[src/rtl/uart_rx_fifo.sv]
// UART receiver with 16x oversampling, parity/stop checking and a show-ahead byte FIFO.
// Bytes with bad parity are kept and flagged; bytes with a bad stop bit are dropped.
//
// state    | meaning
// ---------+-----------------------------------------------------------
// S_IDLE   | line idle, waiting for synced rx to go low
// S_START  | counting to mid start bit, re-checking for a glitch
// S_DATA   | sampling DATA_BITS data bits, LSB first
// S_PARITY | sampling the parity bit (skipped when PARITY_MODE = 0)
// S_STOP   | sampling the stop bit, then push or flag a framing error
module uart_rx_fifo #(
  parameter int SYS_CLK_FREQ   = 100000000,
  parameter int BAUD_RATE      = 38400,
  parameter int DATA_BITS      = 8,
  parameter int PARITY_MODE    = 1,
  parameter int FIFO_ADDR_BITS = 3
) (
  input  logic       clk,
  input  logic       rst,
  input  logic       rx,
  input  logic       rd_en,
  output logic [7:0] rx_data,
  output logic       rx_empty,
  output logic       parity_err,
  output logic       frame_err,
  output logic       overflow
);

  localparam int DIV_RAW = SYS_CLK_FREQ / (BAUD_RATE * 16);
  localparam int DIV     = (DIV_RAW < 1) ? 1 : DIV_RAW;
  localparam int DIV_W   = (DIV > 1) ? $clog2(DIV) : 1;
  localparam int DEPTH   = 1 << FIFO_ADDR_BITS;
  localparam int PW      = FIFO_ADDR_BITS + 1;

  typedef enum logic [2:0] {
    S_IDLE,
    S_START,
    S_DATA,
    S_PARITY,
    S_STOP
  } state_t;

  logic             rx_meta;
  logic             rx_sync;
  logic [DIV_W-1:0] div_cnt;
  logic             tick;
  state_t           state;
  logic [3:0]       s_cnt;
  logic [3:0]       n_cnt;
  logic [7:0]       data_sr;
  logic             par_bad;
  logic             push;
  logic [7:0]       mem [DEPTH];
  logic [PW-1:0]    wr_ptr;
  logic [PW-1:0]    rd_ptr;
  logic             full;
  logic             empty;
  logic             pop;
  logic             wr;

  // Synchroniser resets to the idle line level so reset release never looks like a start bit.
  always_ff @(posedge clk or negedge rst) begin
    if (!rst) begin
      rx_meta <= 1'b1;
      rx_sync <= 1'b1;
    end else begin
      rx_meta <= rx;
      rx_sync <= rx_meta;
    end
  end

  assign tick = (div_cnt == '0);

  always_ff @(posedge clk or negedge rst) begin
    if (!rst) begin
      div_cnt <= '0;
    end else if (tick) begin
      div_cnt <= DIV_W'(DIV - 1);
    end else begin
      div_cnt <= div_cnt - 1'b1;
    end
  end

  // The push is decoded from the stop-sample cycle itself so the byte lands one cycle later.
  assign push = tick && (state == S_STOP) && (s_cnt == 4'd15) && rx_sync;

  always_ff @(posedge clk or negedge rst) begin
    if (!rst) begin
      state      <= S_IDLE;
      s_cnt      <= '0;
      n_cnt      <= '0;
      data_sr    <= '0;
      par_bad    <= 1'b0;
      parity_err <= 1'b0;
      frame_err  <= 1'b0;
    end else begin
      parity_err <= 1'b0;
      frame_err  <= 1'b0;
      if (tick) begin
        case (state)
          S_IDLE: begin
            if (!rx_sync) begin
              s_cnt <= '0;
              state <= S_START;
            end
          end
          S_START: begin
            if (s_cnt == 4'd7) begin
              if (rx_sync) begin
                state <= S_IDLE;
              end else begin
                s_cnt   <= '0;
                n_cnt   <= '0;
                data_sr <= '0;
                par_bad <= 1'b0;
                state   <= S_DATA;
              end
            end else begin
              s_cnt <= s_cnt + 4'd1;
            end
          end
          S_DATA: begin
            s_cnt <= s_cnt + 4'd1;
            if (s_cnt == 4'd15) begin
              data_sr[n_cnt[2:0]] <= rx_sync;
              n_cnt <= n_cnt + 4'd1;
              if (n_cnt == 4'(DATA_BITS - 1)) begin
                state <= (PARITY_MODE != 0) ? S_PARITY : S_STOP;
              end
            end
          end
          S_PARITY: begin
            s_cnt <= s_cnt + 4'd1;
            if (s_cnt == 4'd15) begin
              // data_sr is zero padded, so its reduction xor covers only the data bits
              if (PARITY_MODE == 2) begin
                par_bad <= (^data_sr) ^ rx_sync;
              end else begin
                par_bad <= ~((^data_sr) ^ rx_sync);
              end
              state <= S_STOP;
            end
          end
          S_STOP: begin
            s_cnt <= s_cnt + 4'd1;
            if (s_cnt == 4'd15) begin
              if (rx_sync) begin
                parity_err <= par_bad;
              end else begin
                frame_err <= 1'b1;
              end
              state <= S_IDLE;
            end
          end
          default: state <= S_IDLE;
        endcase
      end
    end
  end

  assign empty = (wr_ptr == rd_ptr);
  assign full  = (wr_ptr[FIFO_ADDR_BITS] != rd_ptr[FIFO_ADDR_BITS]) &&
                 (wr_ptr[FIFO_ADDR_BITS-1:0] == rd_ptr[FIFO_ADDR_BITS-1:0]);
  assign pop   = rd_en && !empty;
  // A pop in the same cycle frees the slot, so a push into a full FIFO is still accepted.
  assign wr    = push && (!full || pop);

  always_ff @(posedge clk or negedge rst) begin
    if (!rst) begin
      wr_ptr   <= '0;
      rd_ptr   <= '0;
      overflow <= 1'b0;
    end else begin
      overflow <= push && full && !pop;
      if (wr) begin
        wr_ptr <= wr_ptr + 1'b1;
      end
      if (pop) begin
        rd_ptr <= rd_ptr + 1'b1;
      end
    end
  end

  always_ff @(posedge clk) begin
    if (wr) begin
      mem[wr_ptr[FIFO_ADDR_BITS-1:0]] <= data_sr;
    end
  end

  assign rx_empty = empty;
  assign rx_data  = empty ? 8'h00 : mem[rd_ptr[FIFO_ADDR_BITS-1:0]];

endmodule

[config.mk]
export PLATFORM = sky130hd
export DESIGN_NAME = uart_rx_fifo
export DESIGN_NICKNAME = d
export VERILOG_FILES = /design/src/rtl/uart_rx_fifo.sv
export SDC_FILE = /design/constraint.sdc
export NUM_CORES = 1
export LEC_CHECK = 0
export BUFFER_PORTS_ARGS = -buffer_cell sky130_fd_sc_hd__buf_2
export CORE_AREA = 2 2 113 115
export DETAILED_ROUTE_END_ITERATION = 7
export DIE_AREA = 0 0 115 117
export GPL_TIMING_DRIVEN = 0
export PLACE_DENSITY = 0.64
export SLEW_MARGIN = 20
export SYNTH_ARGS = -nofsm -noshare
export SYNTH_HDL_FRONTEND = slang
export SYNTH_SLANG_ARGS = --single-unit
export TNS_END_PERCENT = 30
[constraint.sdc]
create_clock -name clk -period 3.18 [get_ports clk]
set_input_delay 0.636 -clock clk [delete_from_list [all_inputs] [get_ports clk]]
set_output_delay 0.636 -clock clk [all_outputs]
set_load 0.01 [all_outputs]
==> impl_metrics.yaml <==
status:
  status: "finished clean"
power:
  p_per_area_mw_per_mm2: 471
  pwr-share-clk_pct: 41.6
  switching_share_pct: 20.4
  seq_power_share_pct: 57.7
  cell_internal_pwr_uw: 1980
  p_leak_uw: 0.00208
  p_comb_share_pct: 0.7
  ir_drop_mv: 0.310
  switching_power_uw: 509
final_layout:
  final_util_pct: 43.0
  nFillCells: 1127
  drive_above_1_share_pct: 20.3
  area_growth_pct: 12.9
  diodes: 0
  final_cell_mix: "64 x edfxtp_1, 39 x dfrtp_1, 27 x nor2_1, 25 x nand2_1"
  layout_commonest_cell: "edfxtp_1"
  fin_cells: 524
  nNetsFinal: 378
setup_path:
  reg2regPathDepth: 5
  critPathRequiredTime_ns: 2.54
  worst-path-buf-inv: 2
  critPathMaxStageDelay_ns: 0.59
  r2r-end: "mem[7][3]"
  crit_type: "reg2out"
  reg2reg_from: "s_cnt[0]"
  path_cells: "clkbuf_1, xnor2_1, nand3_1, nor2_1, nor2_1, buf_2"
  arrival_ns: 2.39
  path_max_fanout: 9
  worst_setup_path_end_kind: "output pin"
  critPathTopFamily: "simple AND/OR/NAND/NOR gates"
  startpoint_type: "flip-flop"
  reg2reg_slack_ns: 0.48
  slowest_stage: "nor2_1"
  cp_common_cell: "nor2_1"
  cp-startpoint: "wr_ptr[0]"
detailed_routing:
  wirelength_mm: 8.56
  drcViolationCount: 0
  vias_per_cell: 5.31
  wl_per_cell_um: 16.3
  first_pass_iters: 4
  drtAntennaViolNets: 0
  dr_total_vias: 2780
  first_iter_violations: 157
worst_hold_path:
  whs_path_depth: 0
  hp-class: "reg2reg"
  hold_start: "rx_meta"
  holdPathEnd: "rx_sync"
cts:
  cts-root-buf: "clkbuf_16"
  clkLatencyLatePin_ns: 0.34
  clk_pin_slew_ns: 0.07
  htree_levels: 3
  cts.path.max_buffers: 2
  postCtsHoldBufs: 0
  cts_sinks: 105
  cts_made_buffers: 9
  cts_tree: "done"
run:
  cap_violations: 0
synthesis:
  seq_area_frac_synth_pct: 62.9
  avgSynthCellArea_um2: 13.8
  ys_types: 50
  synth_seq_cells: 105
  syn_inst: 340
  synthesis.area_mm2: 0.00469
  synth.net_count: 349
  synth_ff_type: "edfxtp_1"
  yosysWarnings: 0
  async_flop_share_pct: 39.0
  synth-edff-count: 64
placement:
  place.gp.congestion: 0.774
  portBuffers: 15
  place_inst: 508
  hpwl_mm: 5.90
grt:
  antenna_found_initial: 0
  grt_pass1_wl_mm: 13.7
  grt.total_usage_pct: 13.3
  grt_max_degree: 42
  overflow: 0
  grt_pass1_vias: 2618
sta:
  worst_slew_pin_slew_ns: 0.921
  grt_setup_unrepaired: "false"
  hold_viol_final: 0
  fin_worst_skew_ns: 0.00957
  max_slew_margin_pct: 38.4
  period_share_pct: 95.2
  setup_viol: 0
  fmax_ghz: 0.330
  fin_crit_ns: 3.03
  drv_slew: 0
floorplanning:
  coreArea_mm2: 0.0123
  start_util_pct: 38.1
  rows: 41
  chipWidth_um: 115
  pin_count: 16
  dieArea_mm2: 0.0135
  fp.dieH_um: 117
==> state kept, by name, indices dropped and copies added, names as in the netlist <==
register    cells
frame_err       1
wr_ptr          4
rx_sync         1
s_cnt           4
rx_meta         1
div_cnt         8
mem            64
parity_err      1
overflow        1
rd_ptr          4
n_cnt           4
par_bad         1
data_sr         8
state           3
==> cell families after synthesis <==
logic type	Yosys count	share of synthesized area, %
AOI/OAI and AO/OA	53	7.18
xor gates and xnor gates	22	4.11
adders and majority gates	5	1.33
buffers and inverters	27	2.46
DFF	105	62.9
muxes	29	10.6
and+or+nand+nor	99	11.4
==> cell usage after synthesis, drive strengths merged, types with 2 or more instances <==
cell type | number | area [µm²]
edfxtp | 64 | 1920
dfrtp | 39 | 976
nor2 | 27 | 101
nand2 | 25 | 93.8
o21ai | 20 | 100
mux4 | 16 | 360
xnor2 | 14 | 123
clkbuf | 12 | 45.0
nand3 | 10 | 50.1
inv | 9 | 33.8
nor3 | 9 | 50.1
a21oi | 8 | 40.0
mux2i | 8 | 80.1
xor2 | 8 | 70.1
o31ai | 7 | 52.6
buf | 6 | 36.3
nor3b | 6 | 50.1
ha | 5 | 62.6
mux2 | 5 | 56.3
a31oi | 4 | 25.0
nand3b | 3 | 22.5
nor4b | 3 | 26.3
o211ai | 3 | 22.5
a41oi | 2 | 17.5
and2 | 2 | 12.5
dfstp | 2 | 52.6
nand2b | 2 | 12.5
nand4 | 2 | 27.5
nor4 | 2 | 27.5
o2111ai | 2 | 23.8
or2 | 2 | 12.5
==> layout make-up <==
class                      count  area [µm²]  share of cell area (%)
tap                          150         188                    3.55
multi-input combinational    208        1660                    31.4
buffer                        18        86.3                    1.63
timing repair buffer          18        92.6                    1.75
clock inverter                 6        50.0                   0.946
inverter                       9        33.8                   0.639
clock buffer                  10         229                    4.33
sequential                   105        2950                    55.8
==> metal layers <==
metal / up-vias / part of all wire [%] / routed length [µm] / GRT usage [%]
met1: 1389 / 47 / 4050 / 18.3
li1: 1336 / - / - / -
met5: - / 0 / 0 / 0
met3: 4 / 3.2 / 274 / 3.71
met2: 51 / 49 / 4200 / 21.6
met4: 0 / 0.47 / 40 / 2.65
==> power by group through the flow <==
stage          logic, µW  clock network [µW]  registers, µW
6_report            18.1                1040           1440
5_1_grt             21.3                1120           1440
4_1_cts             19.3                1070           1440
3_5_place_dp        19.2                   0           1470
3_3_place_gp        18.6                   0           1470
2_1_floorplan       5.28                   0           1470
==> worst max path at each step <==
stage | end | slack (ns) | depth (start not counted)
detailed placement | rx_data[1] | 0.44 | 6
global placement | mem[4][5] | -0.42 | 5
floorplan | mem[4][0] | 0.49 | 7
CTS | rx_data[1] | 0.06 | 6
global route | rx_data[4] | 0.03 | 6
finish | rx_data[4] | 0.15 | 6
==> repair_timing <==
action,CTS,global route
buffers inserted,0,0
gates resized for setup,0,2
setup endpoints to repair,0,7
==> per-stage QoR <==
stage / hold WS, ns / total power [µW] / setup TNS [ns] / worst slack (ns) / cell area, µm²
4_1_cts: 0.358 / 2520 / 0 / 0.0604 / 5290
6_report: 0.358 / 2490 / 0 / 0.152 / 5290
5_1_grt: 0.359 / 2570 / 0 / 0.0330 / 5290
3_5_place_dp: 0.348 / 1480 / 0 / 0.438 / 5010
3_3_place_gp: 0.347 / 1480 / -6.28 / -0.424 / 4950
2_1_floorplan: 0.340 / 1470 / 0 / 0.489 / 4690
No activity file was read; power rests on OpenSTA's default activity.
